<file path="config.mk">
export PLATFORM = sky130hd
export DESIGN_NAME = sweep_ctrl_flat
export DESIGN_NICKNAME = d
export VERILOG_FILES = /design/src/rtl/sweep_ctrl_pkg.sv /design/src/rtl/sweep_ctrl_if.sv /design/src/rtl/sweep_buf.sv /design/src/rtl/sweep_ctrl.sv /design/src/flat_wrapper.sv
export SDC_FILE = /design/constraint.sdc
export NUM_CORES = 1
export LEC_CHECK = 0
export ABC_AREA = 0
export ABC_CLOCK_PERIOD_IN_PS = 4400
export CAP_MARGIN = 30
export CORE_MARGIN = 8
export CORE_UTILIZATION = 45
export DETAILED_ROUTE_END_ITERATION = 10
export GPL_TIMING_DRIVEN = 0
export PLACE_DENSITY_LB_ADDON = 0.08
export SLEW_MARGIN = 20
export SYNTH_ARGS = -nofsm -noshare
export SYNTH_HDL_FRONTEND = slang
export SYNTH_SLANG_ARGS = --single-unit
</file>
<file path="constraint.sdc">
create_clock -name clk -period 4.4 [get_ports clk]
set_input_delay 0.44 -clock clk [delete_from_list [all_inputs] [get_ports clk]]
set_output_delay 0.44 -clock clk [all_outputs]
set_load 0.02 [all_outputs]
</file>
<file path="src/rtl/sweep_ctrl_pkg.sv">
// Shared definitions for the frequency-sweep controller: data widths, the
// timeout marker stored in place of a measurement, the FSM state encoding
// and the point-count clamp.
package sweep_ctrl_pkg;

  localparam int unsigned KW_W  = 32;
  localparam int unsigned VPP_W = 12;

  localparam logic [VPP_W-1:0] TIMEOUT_CODE = 12'hFFF;

  typedef logic [2:0] state_t;

  localparam state_t ST_IDLE     = 3'd0;
  localparam state_t ST_LOAD     = 3'd1;
  localparam state_t ST_SETTLE   = 3'd2;
  localparam state_t ST_ARM      = 3'd3;
  localparam state_t ST_WAIT_VPP = 3'd4;
  localparam state_t ST_STORE    = 3'd5;
  localparam state_t ST_NEXT     = 3'd6;
  localparam state_t ST_DONE     = 3'd7;

  // Requested points clamped to 1..max_pts.
  function automatic logic [7:0] eff_count(input logic [7:0] n,
                                           input logic [7:0] max_pts);
    if (n == 8'd0)        return 8'd1;
    else if (n > max_pts) return max_pts;
    else                  return n;
  endfunction

endpackage

</file>
<file path="src/rtl/sweep_ctrl_if.sv">
// Host-side bundle of sweep_ctrl: sweep command/configuration, status and
// the result-buffer read port.
//   slave  : the controller (consumes commands, drives status and rd_data)
//   master : the host (drives commands and rd_addr)
interface sweep_ctrl_if;
  import sweep_ctrl_pkg::*;

  logic             start;
  logic             abort;
  logic [KW_W-1:0]  kw_start;
  logic [KW_W-1:0]  kw_step;
  logic [KW_W-1:0]  samp_delta;
  logic [7:0]       n_points;
  logic             busy;
  logic             done;
  logic             timeout_err;
  logic [7:0]       pts_done;
  logic [7:0]       rd_addr;
  logic [VPP_W-1:0] rd_data;

  modport slave (
    input  start, abort, kw_start, kw_step, samp_delta, n_points, rd_addr,
    output busy, done, timeout_err, pts_done, rd_data
  );

  modport master (
    output start, abort, kw_start, kw_step, samp_delta, n_points, rd_addr,
    input  busy, done, timeout_err, pts_done, rd_data
  );

endinterface

</file>
<file path="src/rtl/sweep_buf.sv">
// Sweep result buffer: N_PTS x VPP_W simple dual-port RAM.
//   we/waddr/wdata : synchronous write port
//   raddr/rdata    : registered read port, one-cycle latency; addresses
//                    outside the buffer read as zero; a same-cycle read and
//                    write of one address returns the old word.
module sweep_buf
  import sweep_ctrl_pkg::*;
#(
  parameter int unsigned N_PTS = 64
) (
  input  logic             clk,
  input  logic             rst_n,
  input  logic             we,
  input  logic [7:0]       waddr,
  input  logic [VPP_W-1:0] wdata,
  input  logic [7:0]       raddr,
  output logic [VPP_W-1:0] rdata
);

  localparam int unsigned AW    = (N_PTS > 1) ? $clog2(N_PTS) : 1;
  localparam logic [8:0]  DEPTH = 9'(N_PTS);

  logic [VPP_W-1:0] mem [N_PTS];
  logic [VPP_W-1:0] rdata_d, rdata_q;
  logic             waddr_ok, raddr_ok;

  assign waddr_ok = {1'b0, waddr} < DEPTH;
  assign raddr_ok = {1'b0, raddr} < DEPTH;

  always_ff @(posedge clk) begin
    if (we && waddr_ok) mem[waddr[AW-1:0]] <= wdata;
  end

  always_comb begin
    rdata_d = '0;
    if (raddr_ok) rdata_d = mem[raddr[AW-1:0]];
  end

  always_ff @(posedge clk or negedge rst_n) begin
    if (!rst_n) rdata_q <= '0;
    else        rdata_q <= rdata_d;
  end

  assign rdata = rdata_q;

endmodule

</file>
<file path="src/rtl/sweep_ctrl.sv">
// Frequency-sweep controller. Steps a DDS control word from kw_start by
// kw_step, waits for the analogue path to settle, then collects one Vpp
// result per point from the measurement block (or the timeout marker) into
// a result buffer.
//   clk, rst_n      : clock, asynchronous active-low reset
//   host (slave)    : start/abort, sweep configuration, status, buffer read
//   vpp_in          : measurement result, valid on a vpp_found rising edge
//   vpp_found       : from the sample-clock domain, synchronized here
//   kw_out, kw2_out : main and sampling-clock DDS control words
module sweep_ctrl
  import sweep_ctrl_pkg::*;
#(
  parameter int unsigned N_PTS       = 64,
  parameter int unsigned SETTLE_CYC  = 1000,
  parameter int unsigned TIMEOUT_CYC = 1000000
) (
  input  logic             clk,
  input  logic             rst_n,
  sweep_ctrl_if.slave      host,
  input  logic [VPP_W-1:0] vpp_in,
  input  logic             vpp_found,
  output logic [KW_W-1:0]  kw_out,
  output logic [KW_W-1:0]  kw2_out
);

  localparam logic [7:0]  MAX_PTS      = 8'(N_PTS);
  localparam logic [31:0] SETTLE_LAST  = 32'(SETTLE_CYC - 1);
  localparam logic [31:0] TIMEOUT_LAST = 32'(TIMEOUT_CYC - 1);

  state_t           state_d, state_q;
  logic [KW_W-1:0]  kw_d, kw_q, kw2_d, kw2_q;
  logic [KW_W-1:0]  kws_d, kws_q, step_d, step_q, sd_d, sd_q;
  logic [7:0]       eff_d, eff_q, idx_d, idx_q, pts_d, pts_q;
  logic [31:0]      cnt_d, cnt_q;
  logic [VPP_W-1:0] cap_d, cap_q;
  logic             terr_d, terr_q;
  logic [2:0]       sync_d, sync_q;
  logic             found_rise, wr_en;

  // sync_q[1:0] is the two-flop synchronizer, sync_q[2] the previous value.
  assign sync_d     = {sync_q[1:0], vpp_found};
  assign found_rise = sync_q[1] & ~sync_q[2];

  always_comb begin
    state_d = state_q;
    kw_d    = kw_q;
    kw2_d   = kw_q + sd_q;
    kws_d   = kws_q;
    step_d  = step_q;
    sd_d    = sd_q;
    eff_d   = eff_q;
    idx_d   = idx_q;
    pts_d   = pts_q;
    cnt_d   = cnt_q;
    cap_d   = cap_q;
    terr_d  = terr_q;
    wr_en   = 1'b0;

    case (state_q)
      ST_IDLE: begin
        if (host.start && !host.abort) begin
          kws_d   = host.kw_start;
          step_d  = host.kw_step;
          sd_d    = host.samp_delta;
          eff_d   = eff_count(host.n_points, MAX_PTS);
          pts_d   = '0;
          terr_d  = 1'b0;
          state_d = ST_LOAD;
        end
      end
      ST_LOAD: begin
        kw_d    = kws_q;
        idx_d   = '0;
        cnt_d   = '0;
        state_d = ST_SETTLE;
      end
      ST_SETTLE: begin
        if (cnt_q == SETTLE_LAST) state_d = ST_ARM;
        else                      cnt_d   = cnt_q + 32'd1;
      end
      ST_ARM: begin
        // An edge seen here belongs to a measurement started before the
        // frequency step, so it is dropped.
        cnt_d   = '0;
        state_d = ST_WAIT_VPP;
      end
      ST_WAIT_VPP: begin
        if (found_rise) begin
          cap_d   = vpp_in;
          state_d = ST_STORE;
        end else if (cnt_q == TIMEOUT_LAST) begin
          cap_d   = TIMEOUT_CODE;
          terr_d  = 1'b1;
          state_d = ST_STORE;
        end else begin
          cnt_d = cnt_q + 32'd1;
        end
      end
      ST_STORE: begin
        wr_en   = 1'b1;
        pts_d   = idx_q + 8'd1;
        state_d = ST_NEXT;
      end
      ST_NEXT: begin
        if (idx_q == eff_q - 8'd1) begin
          state_d = ST_DONE;
        end else begin
          idx_d   = idx_q + 8'd1;
          kw_d    = kw_q + step_q;
          cnt_d   = '0;
          state_d = ST_SETTLE;
        end
      end
      ST_DONE: state_d = ST_IDLE;
      default: state_d = ST_IDLE;
    endcase

    // Abort freezes the visible results exactly as they stood.
    if (host.abort && state_q != ST_IDLE) begin
      state_d = ST_IDLE;
      wr_en   = 1'b0;
      kw_d    = kw_q;
      pts_d   = pts_q;
      terr_d  = terr_q;
    end
  end

  always_ff @(posedge clk or negedge rst_n) begin
    if (!rst_n) begin
      state_q <= ST_IDLE;
      kw_q    <= '0;
      kw2_q   <= '0;
      kws_q   <= '0;
      step_q  <= '0;
      sd_q    <= '0;
      eff_q   <= 8'd1;
      idx_q   <= '0;
      pts_q   <= '0;
      cnt_q   <= '0;
      cap_q   <= '0;
      terr_q  <= 1'b0;
      sync_q  <= '0;
    end else begin
      state_q <= state_d;
      kw_q    <= kw_d;
      kw2_q   <= kw2_d;
      kws_q   <= kws_d;
      step_q  <= step_d;
      sd_q    <= sd_d;
      eff_q   <= eff_d;
      idx_q   <= idx_d;
      pts_q   <= pts_d;
      cnt_q   <= cnt_d;
      cap_q   <= cap_d;
      terr_q  <= terr_d;
      sync_q  <= sync_d;
    end
  end

  sweep_buf #(.N_PTS(N_PTS)) u_buf (
    .clk   (clk),
    .rst_n (rst_n),
    .we    (wr_en),
    .waddr (idx_q),
    .wdata (cap_q),
    .raddr (host.rd_addr),
    .rdata (host.rd_data)
  );

  assign host.busy        = (state_q != ST_IDLE);
  assign host.done        = (state_q == ST_DONE);
  assign host.timeout_err = terr_q;
  assign host.pts_done    = pts_q;
  assign kw_out           = kw_q;
  assign kw2_out          = kw2_q;

endmodule

</file>
<file path="src/flat_wrapper.sv">
// flat-port wrapper written by rule: the top's interface ports become plain ports
module sweep_ctrl_flat import sweep_ctrl_pkg::*;
#(
  parameter int unsigned N_PTS       = 64,
  parameter int unsigned SETTLE_CYC  = 1000,
  parameter int unsigned TIMEOUT_CYC = 1000000
)
  (clk, rst_n, vpp_in, vpp_found, kw_out, kw2_out, host_start, host_abort, host_kw_start, host_kw_step, host_samp_delta, host_n_points, host_rd_addr, host_busy, host_done, host_timeout_err, host_pts_done, host_rd_data);
  sweep_ctrl_if host_i ();
  input  logic clk;
  input  logic rst_n;
  input  logic [VPP_W-1:0] vpp_in;
  input  logic vpp_found;
  output logic [KW_W-1:0] kw_out;
  output logic [KW_W-1:0] kw2_out;
  input wire logic [$bits(host_i.start)-1:0] host_start;
  input wire logic [$bits(host_i.abort)-1:0] host_abort;
  input wire logic [$bits(host_i.kw_start)-1:0] host_kw_start;
  input wire logic [$bits(host_i.kw_step)-1:0] host_kw_step;
  input wire logic [$bits(host_i.samp_delta)-1:0] host_samp_delta;
  input wire logic [$bits(host_i.n_points)-1:0] host_n_points;
  input wire logic [$bits(host_i.rd_addr)-1:0] host_rd_addr;
  output wire logic [$bits(host_i.busy)-1:0] host_busy;
  output wire logic [$bits(host_i.done)-1:0] host_done;
  output wire logic [$bits(host_i.timeout_err)-1:0] host_timeout_err;
  output wire logic [$bits(host_i.pts_done)-1:0] host_pts_done;
  output wire logic [$bits(host_i.rd_data)-1:0] host_rd_data;
  assign host_i.start = host_start;
  assign host_i.abort = host_abort;
  assign host_i.kw_start = host_kw_start;
  assign host_i.kw_step = host_kw_step;
  assign host_i.samp_delta = host_samp_delta;
  assign host_i.n_points = host_n_points;
  assign host_i.rd_addr = host_rd_addr;
  assign host_busy = host_i.busy;
  assign host_done = host_i.done;
  assign host_timeout_err = host_i.timeout_err;
  assign host_pts_done = host_i.pts_done;
  assign host_rd_data = host_i.rd_data;
  sweep_ctrl #(.N_PTS(N_PTS), .SETTLE_CYC(SETTLE_CYC), .TIMEOUT_CYC(TIMEOUT_CYC)) u_core (.clk(clk), .rst_n(rst_n), .host(host_i), .vpp_in(vpp_in), .vpp_found(vpp_found), .kw_out(kw_out), .kw2_out(kw2_out));
endmodule
</file>
---- Yosys cells after proc, flatten, opt, wreduce, memory -nomap -nowiden ----
Memories as Yosys holds them, arrays and structs flattened.
Index checks and enable logic that the tools add are counted.
operators by class
  $add $sub $neg .......................... 5
  $lt $le $gt $ge ......................... 3
  equality and inequality tests ........... 19
  mux-type cells .......................... 31
  bitwise logic cells ..................... 3
  reduce and logical (&&, ||, !) cells .... 21
operators by type and width
  kind                     count
  $mux W32                 5
  $pmux W32 S4             1
  $add A32 B32 Y32         2
  $pmux W32 S2             1
  $mux W12                 3
  $add A32 B1 Y32 const B  1
  $eq A32 B10 Y1 const B   1
  $eq A32 B20 Y1 const B   1
  $mux W8                  4
  $pmux W8 S2              2
  $pmux W3 S8              1
  $mux W3                  6
  $lt A8 B7 Y1 const B     2
  $eq A3 B3 Y1 const B     4
  $reduce_and A5 Y1        2
  $reduce_and A3 Y1        3
  $add A8 B1 Y8 const B    1
  $eq A8 B8 Y1             1
  $gt A8 B7 Y1 const B     1
  $logic_not A8 Y1         1
  $ne A2 B2 Y1 const B     4
  $reduce_bool A2 Y1       4
  $sub A8 B1 Y8 const B    1
  $mux W1                  7
  other kinds (15)         23
word-level totals
  register bits ........................... 247
  RAM bits ................................ 768
  input port bits ......................... 129
  output and inout bits ................... 87
  memories kept ........................... 1
memory list
  memory            words  bits a word  rd ports  clocked after Yosys merged registers in  wr ports  line             text
  u_core.u_buf.mem  64     12           1         0                                        1         sweep_buf.sv:23  logic [VPP_W-1:0] mem [N_PTS];

---- Logic depth before layout (Yosys ltp) ----
Gate-level depths: netlist (run 1).
  word-level depth ........................ 6
  gate-level depth with buffers ........... 13
  mapped depth without buffers ............ 13

---- Cells and area by module ----
Synthesis (run 1) repeated with hierarchy kept, for this count alone.
unflattened totals
  cell total of the unflattened synthesis .. 2,639
  area, all modules ....................... 42,914.9 µm²
modules (own cells, without submodules)
  module      times used  cells each  area each (µm²)  sequential area each (µm²)
  sweep_buf   1           1,351       30,046.3         23,362.4
  sweep_ctrl  1           1,288       12,868.6         5,881.9

---- Worst setup path after synthesis (run 1) ----
Ideal clock, no wire load.
  kind .................................... flip-flop to flip-flop
  start ................................... register u_core.kw_q[10], in the netlist u_core.kw_out[10]
  end ..................................... register u_core.kw_q[29], in the netlist u_core.kw_out[29]
  library setup time ...................... 0.128 ns
  arrival time ............................ 2.726 ns
  required time ........................... 4.272 ns
  setup slack ............................. 1.546 ns
  stages on the path, launching flop included .. 13
  path through ............................ dfrtp_1 > ha_1 > clkbuf_1 > a21o_1 > a221o_1 > a21oi_1 > o22ai_1 > o311ai_1 > a21oi_1 > nand2b_1 > a31oi_1 > mux2i_1 > nand3_1
between the ends
  longest elaborated chain between the ends .. 3
ends and longest elaborated chain
  what                    line               text
  from (decl)             sweep_ctrl.sv:31   logic [KW_W-1:0] kw_d, kw_q, kw2_d, kw2_q;
  from (signal assigned)  sweep_ctrl.sv:145  kw_q <= kw_d;
  $add A32 B32 Y32        sweep_ctrl.sv:109  kw_d = kw_q + step_q;
  $mux W32                sweep_ctrl.sv:105  if (idx_q == eff_q - 8'd1) begin
  $pmux W32 S2            sweep_ctrl.sv:59   case (state_q)
Every way passes these cells. The select of a mux whose other input is x is not followed.
A chain may end at the register's enable or synchronous reset.

---- Final worst setup path (run 1) ----
  start ................................... register u_core.state_q[1]
  end ..................................... memory u_core.u_buf.mem[22][1], enable pin
between the ends
  longest elaborated chain between the ends .. 6
  elaborated cells between the ends (all ways) .. 8
  classes of those cells .................. eq/ne (1); mux (4); reduce/logical (3)
ends and longest elaborated chain
  what                                                       line                                 text
  from (decl)                                                sweep_ctrl.sv:30                     state_t state_d, state_q;
  from (signal assigned)                                     sweep_ctrl.sv:144                    state_q <= state_d;
  $eq A3 B3 Y1 / $reduce_bool A3 Y1 (equally long branches)  sweep_ctrl.sv:59, sweep_ctrl.sv:119
  $mux W1 / $logic_and A1 B1 Y1 (equally long branches)      sweep_ctrl.sv:59, sweep_ctrl.sv:119
  $mux W1 *                                                  sweep_ctrl.sv:119                    if (host.abort && state_q != ST_IDLE) begin
  $logic_and A1 B1 Y1 *                                      sweep_buf.sv:31                      if (we && waddr_ok) mem[waddr[AW-1:0]] <= wdata;
  $mux W1 *                                                  sweep_buf.sv:31
  $mux W1 (not written as such) *                            sweep_buf.sv:31
  to (decl)                                                  sweep_buf.sv:23
Every way passes the cells marked *; elsewhere a longest branch is shown, timed or not.

==> impl_metrics.ini, run 1 <==
[run_status]
status = finished clean

[setup_path]
critPathSlowestCell = nor2_2
crit_arrival_ps = 4320
critical_path_class = reg2reg
crit_family = simple AND/OR/NAND/NOR gates
setup.worst_path.start = u_core.state_q[1]$_DFFE_PN0P_
path_cells = inv_1 > ha_1 > clkbuf_1 > nand2_1 > nor4_1 > nand3_1 > nor2_2
crit_required_ps = 4690
cp_max_fo = 12
cp_num_buf_inv = 2
r2r-start = u_core.state_q[1]$_DFFE_PN0P_
cp-start-kind = register
endpoint_kind = register
max_stage_delay_ps = 980

[sta]
setup_viol = 0
maxSlewViolCount = 0
max_slew_margin_pct = 31.75
hold_ws_ps = 211.4
min_period_over_period_pct = 91.67
rsz0062_at_grt = no
fin_setup_tns_ps = 0
min_period_ps = 4033
hold_violations = 0
tightest_slew_ps = 1021
timing.fmax_ghz = 0.2479
finalClockSkew_ps = 31.49

[logic_synthesis]
avgSynthCellArea_um2 = 16.06
synth_edf_count = 768
synthMostInstantiatedCell = edfxtp_1
synth_top_area_share_pct = 54.19
ys_top_cells_by_area = edfxtp_1 54%, dfrtp_1 14%, mux4_2 13%, nand2_1 3.5%, ha_1 2.1%
async_reset_ff_share_pct = 24.33
syn_area_um2 = 42560
muxShareOfSynthArea_pct = 13.45
yosys.cell_types.count = 77
post_synth_fa_ha_maj_area_fraction_pct = 2.152
yosys.area.top_type = edfxtp_1
synth-xor-area-share_pct = 1.441
yosysSeqAreaShare_pct = 68.72
synth_cells = 2650
ys_warn_count = 0
synth_top_family_by_area = multiplexers
synth_common_cells = 768 x edfxtp_1, 392 x nand2_1, 252 x mux4_2
syn_nets = 2851
yosys.area_share.simple_pct = 7.373
ys_seq_elements = 1015
synth_compound_area_share_pct = 5.424
ys.flop_type = edfxtp_1

[clocking]
cts_tree = built
ctsLongestPathBuffers = 3
htree_levels = 3
cts-root-buf = clkbuf_16
clkTransAtPathRegs_ps = 60
clock_sinks = 1015
clkLatencyLatePin_ps = 680
numCtsBuffers = 105

[finish]
final_layout_size_suffix_gt1_share_pct = 17.98
nNetsFinal = 3215
fillCellCount = 7665
multiInputGateArea_um2 = 12790
design_area_um2 = 50430
fin_cells = 4368
seq_area_um2 = 29290
syn_to_final_growth_pct = 18.50
antenna_cells = 0

[drt]
route.met3.wl_um = 7042
wl_per_cell_um = 26.12
drt.antenna.violating_nets = 0
firstDrtPassIters = 5
drc = 0
wl_met2_um = 55840
first_iter_violations = 2328
routed_wl_um = 114100
wl_met1_um = 48940
highest_layer = met4
vias = 24811
via_per_inst = 5.680

[floorplanning]
dieHeight_um = 323.5
start_util_pct = 45.13
die-area_um2 = 104700
die_w_um = 323.5
ios = 216
core_area_um2 = 94300
num_rows = 113

[pwr]
ir_worst_vdd_uv = 367.4
power.leakage_nw = 18.03
power.density_nw_per_um2 = 611.0

[place]
place_hpwl_um = 79710
dp.cells = 4168
io_buffers = 211
place.gp.congestion = 0.8709
place_area_um2 = 46900

[run]
maxCapViolations = 0

[global_routing]
overflow = 0
track_usage_pct = 21.85
grt_antenna_before_repair = 1
grt_pass1_vias = 25615
grt_pass1_wl_um = 169700
grt_start_max_net_pins = 98

[hold_path]
hp-class = in2reg
worstHoldStart = vpp_found
layout make-up:
type,count,share of cell area (%)
inverters,27,0.2010
well taps,1265,3.139
clock inverters,54,1.183
plain buffers,124,1.017
repair buffers,257,5.280
flip-flops and latches,1015,58.08
clock buffers,142,5.729
multi-input cells,1484,25.37
path summary, 6_finish.rpt:
check	to	slack (ps)	cells after the start
max in group asynchronous	u_core.cap_q[7]$_DFFE_PN0P_	2660	4
min in group asynchronous	u_core.kw2_out[29]$_DFF_PN0_	320	2
worst min register to register	u_core.sync_q[1]$_DFF_PN0_	350	0
worst max-delay path	u_core.u_buf.mem[22][1]$_DFFE_PP_	370	7
worst min-delay path	u_core.sync_q[0]$_DFF_PN0_	210	1
worst max register to register	u_core.u_buf.mem[22][1]$_DFFE_PP_	370	7
layer usage:
| layer | GRT usage (%) | vias to the layer above |
|---|---|---|
| met5 | 0 | - |
| li1 | - | 10992 |
| met1 | 30.29 | 12899 |
| met3 | 3.984 | 138 |
| met4 | 5.158 | 0 |
| met2 | 36.13 | 782 |
registers in the layout, indices dropped and copies added (netlist names), 12 cells and up:
register            count
u_core.u_buf.mem      768
u_core.sd_q            32
u_core.kws_q           32
u_core.cnt_q           32
u_core.step_q          32
u_core.kw2_out         32
u_core.kw_out          32
u_core.cap_q           12
u_core.u_buf.rdata     12
per-stage QoR:
step | utilization [%] | setup WS, ps | power (W)
finish | 53.48 | 366.6 | 0.03081
global route | 53.48 | 121.1 | 0.03236
CTS | 53.44 | 241.2 | 0.03105
detailed placement | 49.73 | 302.0 | 0.02203
global placement | 49.05 | -8155 | 0.02175
floorplan | - | 1546 | 0.01854
layout by cell type (no fill, tap or decap), types with 8 or more instances in the layout:
cell / count
a211oi_1: 11
a21o_1: 33
a21oi_1: 94
a31oi_1: 28
and2_1: 8
and3_1: 19
buf_1: 10
buf_2: 33
buf_4: 20
buf_6: 14
bufinv_16: 11
clkbuf_1: 105
clkbuf_16: 107
clkbuf_8: 8
clkdlybuf4s50_1: 210
clkinv_1: 13
clkinv_2: 17
dfrtp_1: 234
dfrtp_4: 12
edfxtp_1: 768
ha_1: 70
inv_1: 27
mux4_2: 252
nand2_1: 392
nand2b_1: 14
nand3_1: 35
nand4_1: 13
nor2_1: 119
nor2_2: 37
nor2b_1: 23
nor3_1: 17
nor4_1: 8
o21a_1: 8
o21ai_0: 115
o22a_1: 12
o31ai_1: 14
xnor2_1: 51
xor2_1: 19
kinds of logic (layout without fill, tap and decap cells):
| group | count (synthesis) | count (layout) |
|---|---|---|
| flops | 1015 | 1015 |
| xor+xnor | 70 | 70 |
| compound gates | 367 | 367 |
| fa+ha+maj | 72 | 72 |
| simple gates | 718 | 718 |
| mux | 257 | 257 |
| buf+inv | 151 | 604 |
worst register-to-register path, cell delays in order (launching register included):
cell	delay, ps
dfrtp_1	430
inv_1	100
ha_1	150
clkbuf_1	380
nand2_1	250
nor4_1	490
nand3_1	850
nor2_2	1000
report_power, final:
group          switching (W)  internal [W]  total, W
clock                0.00370       0.00526   0.00896
combinational        0.00491       0.00329   0.00821
sequential           0.00141        0.0122    0.0136
repair_timing:
| action | in CTS | in global routing |
|---|---|---|
| setup buffers | 0 | 0 |
| setup endpoints to repair | 0 | 4 |
| hold buffers | 1 | 0 |
| resized for setup | 0 | 1 |
| endpoints found under the hold margin | 56 | 0 |
Note: power is estimated with default switching activity, not from simulation.
==> run 2, diff against run 1 <==
Settings changed: ABC_CLOCK_PERIOD_IN_PS 4400 to 4450.
Clock period 4.4 ns to 4.45 ns, I/O delays scaled along.
==> run 2 against run 1 <==
Effect of this change: final cell count did not move; sequential power barely moved; design area barely moved; clock skew barely moved; die area did not move.
==> impl_metrics.ini, run 2 (synthesized netlist as in run 1, its figures left out) <==
[setup_path]
crit_required_ps = 4810
endpoint_kind = register
reg2reg_setup_slack_ps = 290
crit_arrival_ps = 4520
cp_max_fo = 10
r2r-start = u_core.state_q[1]$_DFFE_PN0P_
critical_path_class = reg2reg
cp-start-kind = register
r2r_end = u_core.u_buf.mem[46][7]$_DFFE_PP_
reg2regPathDepth = 8

[finish]
antenna_cells = 0
largest_reg_flops = 768
final_common_cell = edfxtp_1
syn_to_final_growth_pct = 18.49
nNetsFinal = 3215
final_cell_mix = 768 x edfxtp_1, 392 x nand2_1, 252 x mux4_2, 234 x dfrtp_1, 210 x clkdlybuf4s50_1
final_layout_size_suffix_gt1_share_pct = 17.95
fin_cells = 4368

[sta]
timing.fmax_ghz = 0.2404
tightest_slew_ps = 1013
min_period_over_period_pct = 93.48
rsz0062_at_grt = no
finalClockSkew_ps = 31.12
min_period_ps = 4160
maxSlewViolCount = 0
max_slew_margin_pct = 32.31
hold_violations = 0
setup_viol = 0

[drt]
vias = 24799
drc = 0
first_iter_violations = 2275
drt.antenna.violating_nets = 0
routed_wl_um = 114200
wl_per_cell_um = 26.14
via_per_inst = 5.677
firstDrtPassIters = 5

[floorplanning]
start_util_pct = 45.13
die-area_um2 = 104700
core_area_um2 = 94300
die_w_um = 323.5
ios = 216
dieHeight_um = 323.5
num_rows = 113

[clocking]
clock_sinks = 1015
ctsLongestPathBuffers = 3
postCtsSetupBuffers = 0
clkTransAtPathRegs_ps = 60
cts_tree = built
numCtsBuffers = 105
ctsResizeCount = 0
htree_levels = 3
cts-root-buf = clkbuf_16
clkLatencyLatePin_ps = 680

[global_routing]
grt_antenna_before_repair = 1
overflow = 0
grt_pass1_vias = 25615
grt_pass1_wl_um = 169700
grt_start_max_net_pins = 98
track_usage_pct = 21.85

[place]
place.gp.congestion = 0.8709
place_hpwl_um = 79710
dp.cells = 4168
io_buffers = 211

[pwr]
ir_worst_vdd_uv = 363.2
finalPower_w = 0.03047
power.leakage_nw = 18.03
power.density_nw_per_um2 = 604.3

[run]
maxCapViolations = 0

[hold_path]
worstHoldStart = vpp_found
hold_depth = 1
holdPathEnd = u_core.sync_q[0]$_DFF_PN0_
hp-class = in2reg

[run_status]
status = finished clean
==> run 2: what timing repair did <==
action,4_1_cts,5_1_grt
endpoints found under the setup margin,0,0
hold endpoints to repair,56,0
hold buffers,1,0
==> run 2: per-layer routing <==
| metal | track usage [%] | up-vias | part of all wire (%) |
|---|---|---|---|
| met2 | 36.13 | 782 | 49 |
| met3 | 3.984 | 130 | 6.2 |
| met1 | 30.29 | 12893 | 43 |
| met4 | 5.158 | 0 | 1.9 |
| li1 | - | 10994 | - |
| met5 | 0 | - | 0 |
==> run 2: how the worst max path moves through the flow <==
| stage | startpoint | end |
|---|---|---|
| floorplan | u_core.kw_out[10]$_DFFE_PN0P_ | u_core.kw_out[29]$_DFFE_PN0P_ |
| global placement | rst_n | u_core.cap_q[10]$_DFFE_PN0P_ |
| detailed placement | host_abort | u_core.u_buf.mem[46][5]$_DFFE_PP_ |
| CTS | u_core.state_q[1]$_DFFE_PN0P_ | u_core.u_buf.mem[46][7]$_DFFE_PP_ |
| global route | u_core.state_q[1]$_DFFE_PN0P_ | u_core.u_buf.mem[46][7]$_DFFE_PP_ |
| finish | u_core.state_q[1]$_DFFE_PN0P_ | u_core.u_buf.mem[46][7]$_DFFE_PP_ |
==> run 2: area by class of cell <==
class / count / area [um2]
Sequential cell: 1015 / 29290
Timing Repair Buffer: 257 / 2663
Clock inverter: 54 / 596.8
Buffer: 124 / 513.0
Tap cell: 1265 / 1583
Inverter: 27 / 101.3
Clock buffer: 142 / 2889
Multi-Input combinational cell: 1484 / 12790
Fill cell: 7662 / 43880
==> run 2: power breakdown <==
part | internal [W] | switching, W | total, W
logic | 0.00326 | 0.00486 | 0.00812
registers | 0.0121 | 0.00139 | 0.0135
clock network | 0.00520 | 0.00367 | 0.00886
==> run 2: metrics by stage <==
stage                     hold slack, ps  area (um2)  setup TNS (ps)  setup slack [ps]  util, %
after floorplan                    149.4       42560               0              1596        -
after global placement             338.4       46250        -1981610             -8110    49.05
after detailed placement           337.8       46900               0             347.0    49.73
after CTS                          168.6       50390               0             291.2    53.44
after global routing               197.9       50430               0             37.16    53.47
final                              217.6       50430               0             290.1    53.47
==> run 2: critical path, cell delays in order (launching register included) <==
cell and delay (ps):
dfrtp_1 430, inv_1 100, ha_1 150, clkbuf_1 390
nand2_1 250, nor4_1 490, nand3_1 850, nor2_1 900
buf_4 280
==> run 3, diff against run 2 <==
Settings changed: ABC_AREA 0 to 1, DONT_BUFFER_PORTS from default to 1.
==> run 3 against run 2 <==
Effect of this change: the run now ends with hold timing left; clock power is 1% higher; final cell count is 47% higher; fmax increased by 2.4%; critical endpoint is now u_core.u_buf.mem[48][11]$_DFFE_PP_.
==> impl_metrics.ini, run 3 <==
[clocking]
htree_levels = 3
clkLatencyLatePin_ps = 720
numCtsBuffers = 106
cts_tree = built
ctsLongestPathBuffers = 3
cts-root-buf = clkbuf_16
postCtsSetupBuffers = 0
ctsResizeCount = 0
clock_sinks = 1015
holdBufCountCts = 123
clkTransAtPathRegs_ps = 60

[sta]
hold_violations = 247
tightest_slew_ps = 1082
max_slew_margin_pct = 27.68
rsz0062_at_grt = no
finalClockSkew_ps = 32.97
timing.fmax_ghz = 0.2462
hold_ws_ps = -551.6
min_period_ps = 4061
setup_viol = 0
min_period_over_period_pct = 91.26
maxSlewViolCount = 0

[setup_path]
endpoint_kind = register
critical_path_class = reg2reg
critPathSlowestCell = nor2_2
crit_required_ps = 4760
path_cells = inv_1 > ha_1 > nand2_1 > nor2_1 > inv_1 > nor4_1 > nand3_1 > nor2_2
reg2reg_setup_slack_ps = 390
cp_max_fo = 12
r2r_end = u_core.u_buf.mem[48][11]$_DFFE_PP_
max_stage_delay_ps = 1010
crit_family = simple AND/OR/NAND/NOR gates
crit_arrival_ps = 4370
reg2regPathDepth = 8
cp-start-kind = register
cp_num_buf_inv = 2
cp_common_cell = inv_1
r2r-start = u_core.state_q[1]$_DFFE_PN0P_

[finish]
largest_reg_flops = 768
nNetsFinal = 5177
fin_cells = 6436
final_common_cell = nand2_1
final_cell_mix = 1497 x nand2_1, 768 x edfxtp_1, 422 x nand3_1, 399 x nor2_1, 241 x inv_1
fillCellCount = 9338
syn_to_final_growth_pct = 16.13
final_layout_size_suffix_gt1_share_pct = 7.501

[logic_synthesis]
avgSynthCellArea_um2 = 9.793
ys_top_cells_by_area = edfxtp_1 50%, dfrtp_1 13%, nand2_1 12%, nand3_1 4.6%, nor2_1 3.8%
synth_top_family_by_area = simple AND/OR/NAND/NOR gates
yosys.cell_types.count = 46
muxShareOfSynthArea_pct = 0
async_reset_ff_share_pct = 24.33
syn_area_um2 = 46000
ys_warn_count = 0
ys.flop_type = edfxtp_1
synth-xor-area-share_pct = 1.039
synth_compound_area_share_pct = 7.032
synth_common_cells = 1497 x nand2_1, 768 x edfxtp_1, 460 x nor2_1
synth_cells = 4697
yosysSeqAreaShare_pct = 63.58
synthMostInstantiatedCell = nand2_1
syn_nets = 4898
yosys.area.top_type = edfxtp_1
synth_edf_count = 768
synth_top_area_share_pct = 50.14
ys_seq_elements = 1015
yosys.area_share.simple_pct = 22.20
post_synth_fa_ha_maj_area_fraction_pct = 1.991

[global_routing]
grt_pass1_vias = 34550
grt_pass1_wl_um = 238100
grt_start_max_net_pins = 248
track_usage_pct = 29.01
grt_antenna_before_repair = 4
overflow = 0

[floorplanning]
die-area_um2 = 112700
core_area_um2 = 101600
num_rows = 117
dieHeight_um = 335.7
start_util_pct = 45.27
ios = 216
die_w_um = 335.7

[drt]
wl_per_cell_um = 25.88
drt.antenna.violating_nets = 0
firstDrtPassIters = 5
via_per_inst = 5.543
routed_wl_um = 166600
drc = 0
first_iter_violations = 3726
vias = 35672

[run_status]
status = complete, but fails checks
violations = hold timing

[place]
place_hpwl_um = 121600
dp.cells = 6112
place.gp.congestion = 0.9569
io_buffers = 0

[hold_path]
hp-class = in2async

[pwr]
ir_worst_vdd_uv = 402.5
power.leakage_nw = 21.26
power.density_nw_per_um2 = 583.7

[run]
maxCapViolations = 0
## run 3: changes by cell type after synthesis, sizes merged, moves of 30 or more
cell    change
nand2    +1108
nand3     +387
nor2      +305
mux4      -252
inv       +220
a21oi     +132
o21ai     +105
buf        +61
o31ai      +59
clkbuf     +37
xnor2      -34
nand4      +30
## run 3: cell type report
| cell class | count | area, um2 | share of cell area (%) |
|---|---|---|---|
| Sequential cell | 1015 | 29290 | 54.83 |
| Multi-Input combinational cell | 3211 | 15030 | 28.13 |
| Clock buffer | 149 | 2915 | 5.458 |
| Timing Repair Buffer | 171 | 1997 | 3.739 |
| Tap cell | 1368 | 1712 | 3.204 |
| Buffer | 222 | 979.7 | 1.834 |
| Inverter | 249 | 934.6 | 1.750 |
| Clock inverter | 49 | 556.8 | 1.042 |
| Antenna cell | 2 | 5.005 | 0.009370 |
## run 3: worst reg2reg max path: cells and delay by family (launching register included)
kind,cells,cell delay [ps]
adder cells (fa/ha/maj),1,210
buffers and inverters,2,260
flip-flops,1,420
AND/OR/NAND/NOR,5,2770
## run 3: power by group
group | switching (W) | internal [W] | total [W]
registers | 0.00162 | 0.0122 | 0.0138
logic | 0.00594 | 0.00249 | 0.00843
clock network | 0.00386 | 0.00512 | 0.00897
## run 3: per-layer routing
| layer | part of all wire [%] | GRT usage, % | up-vias |
|---|---|---|---|
| met4 | 5.2 | 13.37 | 0 |
| met5 | 0 | 0 | - |
| li1 | - | - | 16503 |
| met2 | 47 | 47.88 | 1477 |
| met1 | 41 | 37.76 | 17357 |
| met3 | 7.2 | 4.418 | 335 |
## run 3: logic make-up after synthesis
logic type      count (synthesis)
compound gates                581
xor+xnor                       53
fa+ha+maj                      72
buf+inv                       471
flops                        1015
simple gates                 2505
## run 3: worst max-delay path by stage
stage	slack [ps]	start	endpoint	cells past startpoint
after floorplan	1820	u_core.state_q[1]$_DFFE_PN0P_	u_core.u_buf.mem[0][0]$_DFFE_PP_	8
after global placement	-240	u_core.state_q[1]$_DFFE_PN0P_	u_core.u_buf.mem[40][1]$_DFFE_PP_	8
after detailed placement	440	u_core.state_q[1]$_DFFE_PN0P_	u_core.u_buf.mem[2][6]$_DFFE_PP_	8
after CTS	410	u_core.state_q[1]$_DFFE_PN0P_	u_core.u_buf.mem[58][11]$_DFFE_PP_	9
after global routing	220	u_core.state_q[1]$_DFFE_PN0P_	u_core.u_buf.mem[48][11]$_DFFE_PP_	8
final	390	u_core.state_q[1]$_DFFE_PN0P_	u_core.u_buf.mem[48][11]$_DFFE_PP_	8
## run 3: stage by stage
| step | area (um2) | setup TNS (ps) | util (%) | setup WS (ps) | total power (W) |
|---|---|---|---|---|---|
| finish | 53420 | 0 | 52.58 | 388.9 | 0.03118 |
| global route | 53420 | 0 | 52.58 | 215.6 | 0.03252 |
| CTS | 53400 | 0 | 52.56 | 407.9 | 0.03120 |
| detailed placement | 48700 | 0 | 47.93 | 435.8 | 0.02220 |
| global placement | 47710 | -8071 | 46.96 | -244.4 | 0.02195 |
| floorplan | 46000 | 0 | - | 1815 | 0.01842 |
==> patch 1: new RTL, flow settings as in run 2 <==
`N_PTS` is set to 64 in 3 places; all go to 32.
--- a/src/rtl/sweep_buf.sv
+++ b/src/rtl/sweep_buf.sv
@@ -6,7 +6,7 @@
 module sweep_buf
   import sweep_ctrl_pkg::*;
 #(
-  parameter int unsigned N_PTS = 64
+  parameter int unsigned N_PTS = 32
 ) (
   input  logic             clk,
   input  logic             rst_n,
--- a/src/rtl/sweep_ctrl.sv
+++ b/src/rtl/sweep_ctrl.sv
@@ -10,7 +10,7 @@
 module sweep_ctrl
   import sweep_ctrl_pkg::*;
 #(
-  parameter int unsigned N_PTS       = 64,
+  parameter int unsigned N_PTS       = 32,
   parameter int unsigned SETTLE_CYC  = 1000,
   parameter int unsigned TIMEOUT_CYC = 1000000
 ) (
--- a/src/flat_wrapper.sv
+++ b/src/flat_wrapper.sv
@@ -1,7 +1,7 @@
 // flat-port wrapper written by rule: the top's interface ports become plain ports
 module sweep_ctrl_flat import sweep_ctrl_pkg::*;
 #(
-  parameter int unsigned N_PTS       = 64,
+  parameter int unsigned N_PTS       = 32,
   parameter int unsigned SETTLE_CYC  = 1000,
   parameter int unsigned TIMEOUT_CYC = 1000000
 )
Check against the original RTL: same outputs for any inputs over 4 cycles, from zero or initial values and one cycle with rst_n low; that may be too few to reach the edited logic, so the function may still have changed.
==> patch 1 against run 2 <==
  * Clock skew is 11 ps lower
  * Via count down 26%
  * Setup slack improved by 160 ps
  * Area after synthesis decreased by 34%
  * Total power shrank 34%
  * Sequential cell count down 384
  * Wire length down 33%
  * Design area is 33% lower
  * Critical path type unchanged
  * Critical endpoint is now u_core.u_buf.mem[0][0]$_DFFE_PP_
==> patch 1: results (changes against run 2) <==
Worst skew pair latency - 610 ps (-70 ps)
Net Count, Synth - 2,313 (-19%)
Multi-input logic area - 10,100 um2 (-21%)
Number of non-clock buffers - 336 (-12%)
Place WS - 163 ps (-184 ps)
DRC violation count after routing - 0 (unchanged)
Relative contribution of combinational cells to total power - 32.5% (+5.9 points)
Worst reg-to-reg setup slack - 450 ps (+160 ps)
Global-route track usage on met2 - 36.8% (+0.68 points)
Outcome - completed
Worst endpoint data arrival time - 4320 ps (-200 ps)
Commonest cells in the netlist - sky130_fd_sc_hd__nand2_1, sky130_fd_sc_hd__edfxtp_1, sky130_fd_sc_hd__dfrtp_1
Flip-flop and latch count after synthesis - 631 (-38%)
Register fraction of the total cell area - 52.3% (-5.8 points)
Global Route Usage Sum - 21.7% (-0.11 points)
Number of synthesized flops with an enable pin - 384 (-50%)
Largest register FFs - 384 (-50%)
Highest attainable clock frequency - 0.250 GHz (+4.0%)
Post-detailed-placement half-perimeter wirelength - 55,200 um (-31%)
# nets final - 2,618 (-19%)
Number of fill cells - 5,215 (-32%)
ClkCell Share - 6.23% (-0.69 points)
Leading cell types by total area after synthesis - sky130_fd_sc_hd__edfxtp_1, sky130_fd_sc_hd__dfrtp_1, sky130_fd_sc_hd__mux4_2
Detailed Route Iter0 Violations - 1,498 (-34%)
Complex-gate fraction of the synthesized area - 8.78% (+3.4 points)
Sequential cell area fraction in the yosys report - 62.7% (-6.0 points)
Transition time of the tightest slew-check pin - 920 ps (-92.2 ps)
Max incr delay on CP - 810 ps (-90 ps)
Multi-Input Combinational - 1,352 (-8.9%)
Type of the tightest min-delay check - input pin to register
Post-synth ARST share - 39.1% (+15 points)
Drt total wl - 76,800 um (-33%)
Placed Cells incl. Taps - 3,180 (-24%)
Tapcell count - 846 (-33%)
Inverters, non-clock - 24 (-11%)
Number of global-route vias before repair - 18,900 (-26%)
Average wire per cell in the routed design - 23.2 um (-11%)
Placer's final routability congestion estimate - 0.889 (+2.1%)
Non-clock buffers, area share - 8.39% (+2.1 points)
Number of clock buffers in the layout - 98 (-31%)
Crit path capture - u_core.u_buf.mem[0][0]$_DFFE_PP_
Mux cell area share after synthesis - 10.6% (-2.9 points)
Number of CTS-inserted buffers - 69 (-34%)
DR vias/cell - 5.56 (-2.1%)
Synthesized-area fraction occupied by xor and xnor cells - 1.95% (+0.51 points)
Pin count of the biggest net entering global routing - 96 (-2.0%)
Reported leakage power - 13.0 nW (-28%)
Switching share of power - 35.4% (+2.8 points)
Wire length of the first global-routing pass - 117,000 um (-31%)
Ratio of cells with drive above 1 in the final layout - 12.6% (-5.4 points)
Placed Area - 31,700 um2 (-32%)
Met3 Routed Length - 4080 um (-42%)
Area growth, synth to finish - 20.1%
VDD IR-drop max - 0.000369 V (+1.7%)
Design internal power - 13.0 mW (-37%)
Initial antenna violation count - 0 (-1)
-- patch 1: changes by cell type after synthesis, moves of 9 or more --
cell	change
sky130_fd_sc_hd__mux2i_1	+22
sky130_fd_sc_hd__xor2_1	+9
sky130_fd_sc_hd__nor2b_1	-12
sky130_fd_sc_hd__mux4_2	-132
sky130_fd_sc_hd__nor2_1	-16
sky130_fd_sc_hd__a21oi_1	-24
sky130_fd_sc_hd__buf_2	-25
sky130_fd_sc_hd__o21ai_0	-11
sky130_fd_sc_hd__edfxtp_1	-384
sky130_fd_sc_hd__o41ai_2	+9
sky130_fd_sc_hd__xnor2_1	-16
-- patch 1: timing repair --
| item | 4_1_cts | 5_1_grt |
|---|---|---|
| endpoints found under the setup margin | 0 | 0 |
| endpoints found under the hold margin | 63 | 0 |
| resized for setup | 0 | 0 |
| hold buffers | 1 | 0 |
| buffers inserted | 0 | 0 |
==> patch 2: new RTL, flow settings as in run 2 <==
Without the edit above. `sd_q` no longer has a reset.
--- a/src/rtl/sweep_ctrl.sv
+++ b/src/rtl/sweep_ctrl.sv
@@ -132,7 +132,6 @@
       kw2_q   <= '0;
       kws_q   <= '0;
       step_q  <= '0;
-      sd_q    <= '0;
       eff_q   <= 8'd1;
       idx_q   <= '0;
       pts_q   <= '0;
@@ -146,7 +145,6 @@
       kw2_q   <= kw2_d;
       kws_q   <= kws_d;
       step_q  <= step_d;
-      sd_q    <= sd_d;
       eff_q   <= eff_d;
       idx_q   <= idx_d;
       pts_q   <= pts_d;
@@ -155,6 +153,10 @@
       terr_q  <= terr_d;
       sync_q  <= sync_d;
     end
+  end
+
+  always_ff @(posedge clk) begin
+    sd_q <= sd_d;
   end
 
   sweep_buf #(.N_PTS(N_PTS)) u_buf (
Function: changed (Yosys sat finds a counterexample within 4 cycles, from zero or initial values and one cycle with rst_n low).
==> patch 2 against run 2 <==
  * Area after synthesis fell by 0.22%
  * Die area fell by 0.21%
  * Sequential power fell by 6%
  * First-iteration DRC count rose by 4.4%
  * Setup slack improved by 250 ps
  * Critical path type unchanged
  * Sequential cell count did not move
  * Design area barely moved
  * Global-route usage fell by 0.67 points
  * Total power fell by 6.2%
  * Wire length fell by 3.0%
  * Largest cell class unchanged
  * Cell count fell by 1.8%
==> patch 2: results (changes against run 2) <==
Switching share of power - 31.2% (-1.3 points)
Overall Power - 28.6 mW (-6.2%)
Final cell count without fillers - 4,290 (-1.8%)
Reported leakage power - 17.7 nW (-2.0%)
Number of CTS-inserted buffers - 104 (-0.95%)
Number of non-clock buffers - 374 (-1.8%)
Number of fill cells - 7,482 (-2.3%)
Diode insertion count for antenna repair - 3 (+3)
Net Count, Synth - 2,784 (-2.4%)
Complex-gate fraction of the synthesized area - 5.37% (-0.059 points)
CP max stage cell - sky130_fd_sc_hd__nor4b_2
Synthesized-area fraction occupied by xor and xnor cells - 1.20% (-0.24 points)
Global Route Usage Sum - 21.2% (-0.67 points)
Placed Area - 46,800 um2 (-0.18%)
Mux cell area share after synthesis - 13.6% (+0.10 points)
Outcome - completed
Post-route met1 wirelength - 47,000 um (-4.2%)
Placed Cells incl. Taps - 4,088 (-1.9%)
Register fraction of the total cell area - 58.4% (+0.34 points)
Number of standard cells after synthesis - 2,583 (-2.5%)
Transition time of the tightest slew-check pin - 1060 ps (+51.4 ps)
Global-route track usage on met2 - 34.5% (-1.6 points)
Worst endpoint data arrival time - 4290 ps (-230 ps)
Post-detailed-placement half-perimeter wirelength - 76,100 um (-4.5%)
Number of clock buffers in the layout - 126 (-11%)
Initial antenna violation count - 11 (+10)
Non-clock buffers, area share - 6.29% (about the same)
Inverters, non-clock - 26 (-3.7%)
Wire length of the first global-routing pass - 164,000 um (-3.4%)
Adder-cell share of the synthesized area - 2.16% (+0.0048 points)
patch 2: cell count changes in the layout (fill, tap and decap cells not counted), moves of 9 or more:
| cell | before | now |
|---|---|---|
| sky130_fd_sc_hd__o21a_1 | 8 | 18 |
| sky130_fd_sc_hd__clkbuf_1 | 105 | 92 |
| sky130_fd_sc_hd__nand2_1 | 392 | 293 |
| sky130_fd_sc_hd__nand3_1 | 35 | 47 |
| sky130_fd_sc_hd__clkinv_2 | 17 | 26 |
| sky130_fd_sc_hd__buf_2 | 33 | 21 |
| sky130_fd_sc_hd__a21o_1 | 33 | 21 |
| sky130_fd_sc_hd__dfrtp_1 | 234 | 202 |
| sky130_fd_sc_hd__a21oi_1 | 94 | 77 |
| sky130_fd_sc_hd__xnor2_1 | 51 | 42 |
| sky130_fd_sc_hd__edfxtp_1 | 768 | 800 |
patch 2: worst paths after layout:
check | start | to | slack (ps) | cells past startpoint
max in group asynchronous | rst_n | u_core.cap_q[1]$_DFFE_PN0P_ | 3270 | 3
min reg2reg | u_core.sync_q[0]$_DFF_PN0_ | u_core.sync_q[1]$_DFF_PN0_ | 360 | 0
min in group asynchronous | rst_n | u_core.kw2_out[18]$_DFF_PN0_ | 290 | 2
min | vpp_found | u_core.sync_q[0]$_DFF_PN0_ | 240 | 1
max | u_core.state_q[1]$_DFFE_PN0P_ | u_core.u_buf.mem[62][5]$_DFFE_PP_ | 540 | 8
max reg2reg | u_core.state_q[1]$_DFFE_PN0P_ | u_core.u_buf.mem[62][5]$_DFFE_PP_ | 540 | 8
patch 2: timing repair:
item                       4_1_cts  5_1_grt
setup endpoints to repair        0        0
hold buffers                     1        0
hold endpoints to repair        56        0
patch 2: cells by family after synthesis:
family,count (synthesis)
mux,260
xor+xnor,58
flops,1015
compound gates,364
simple gates,669
fa+ha+maj,72
buf+inv,145
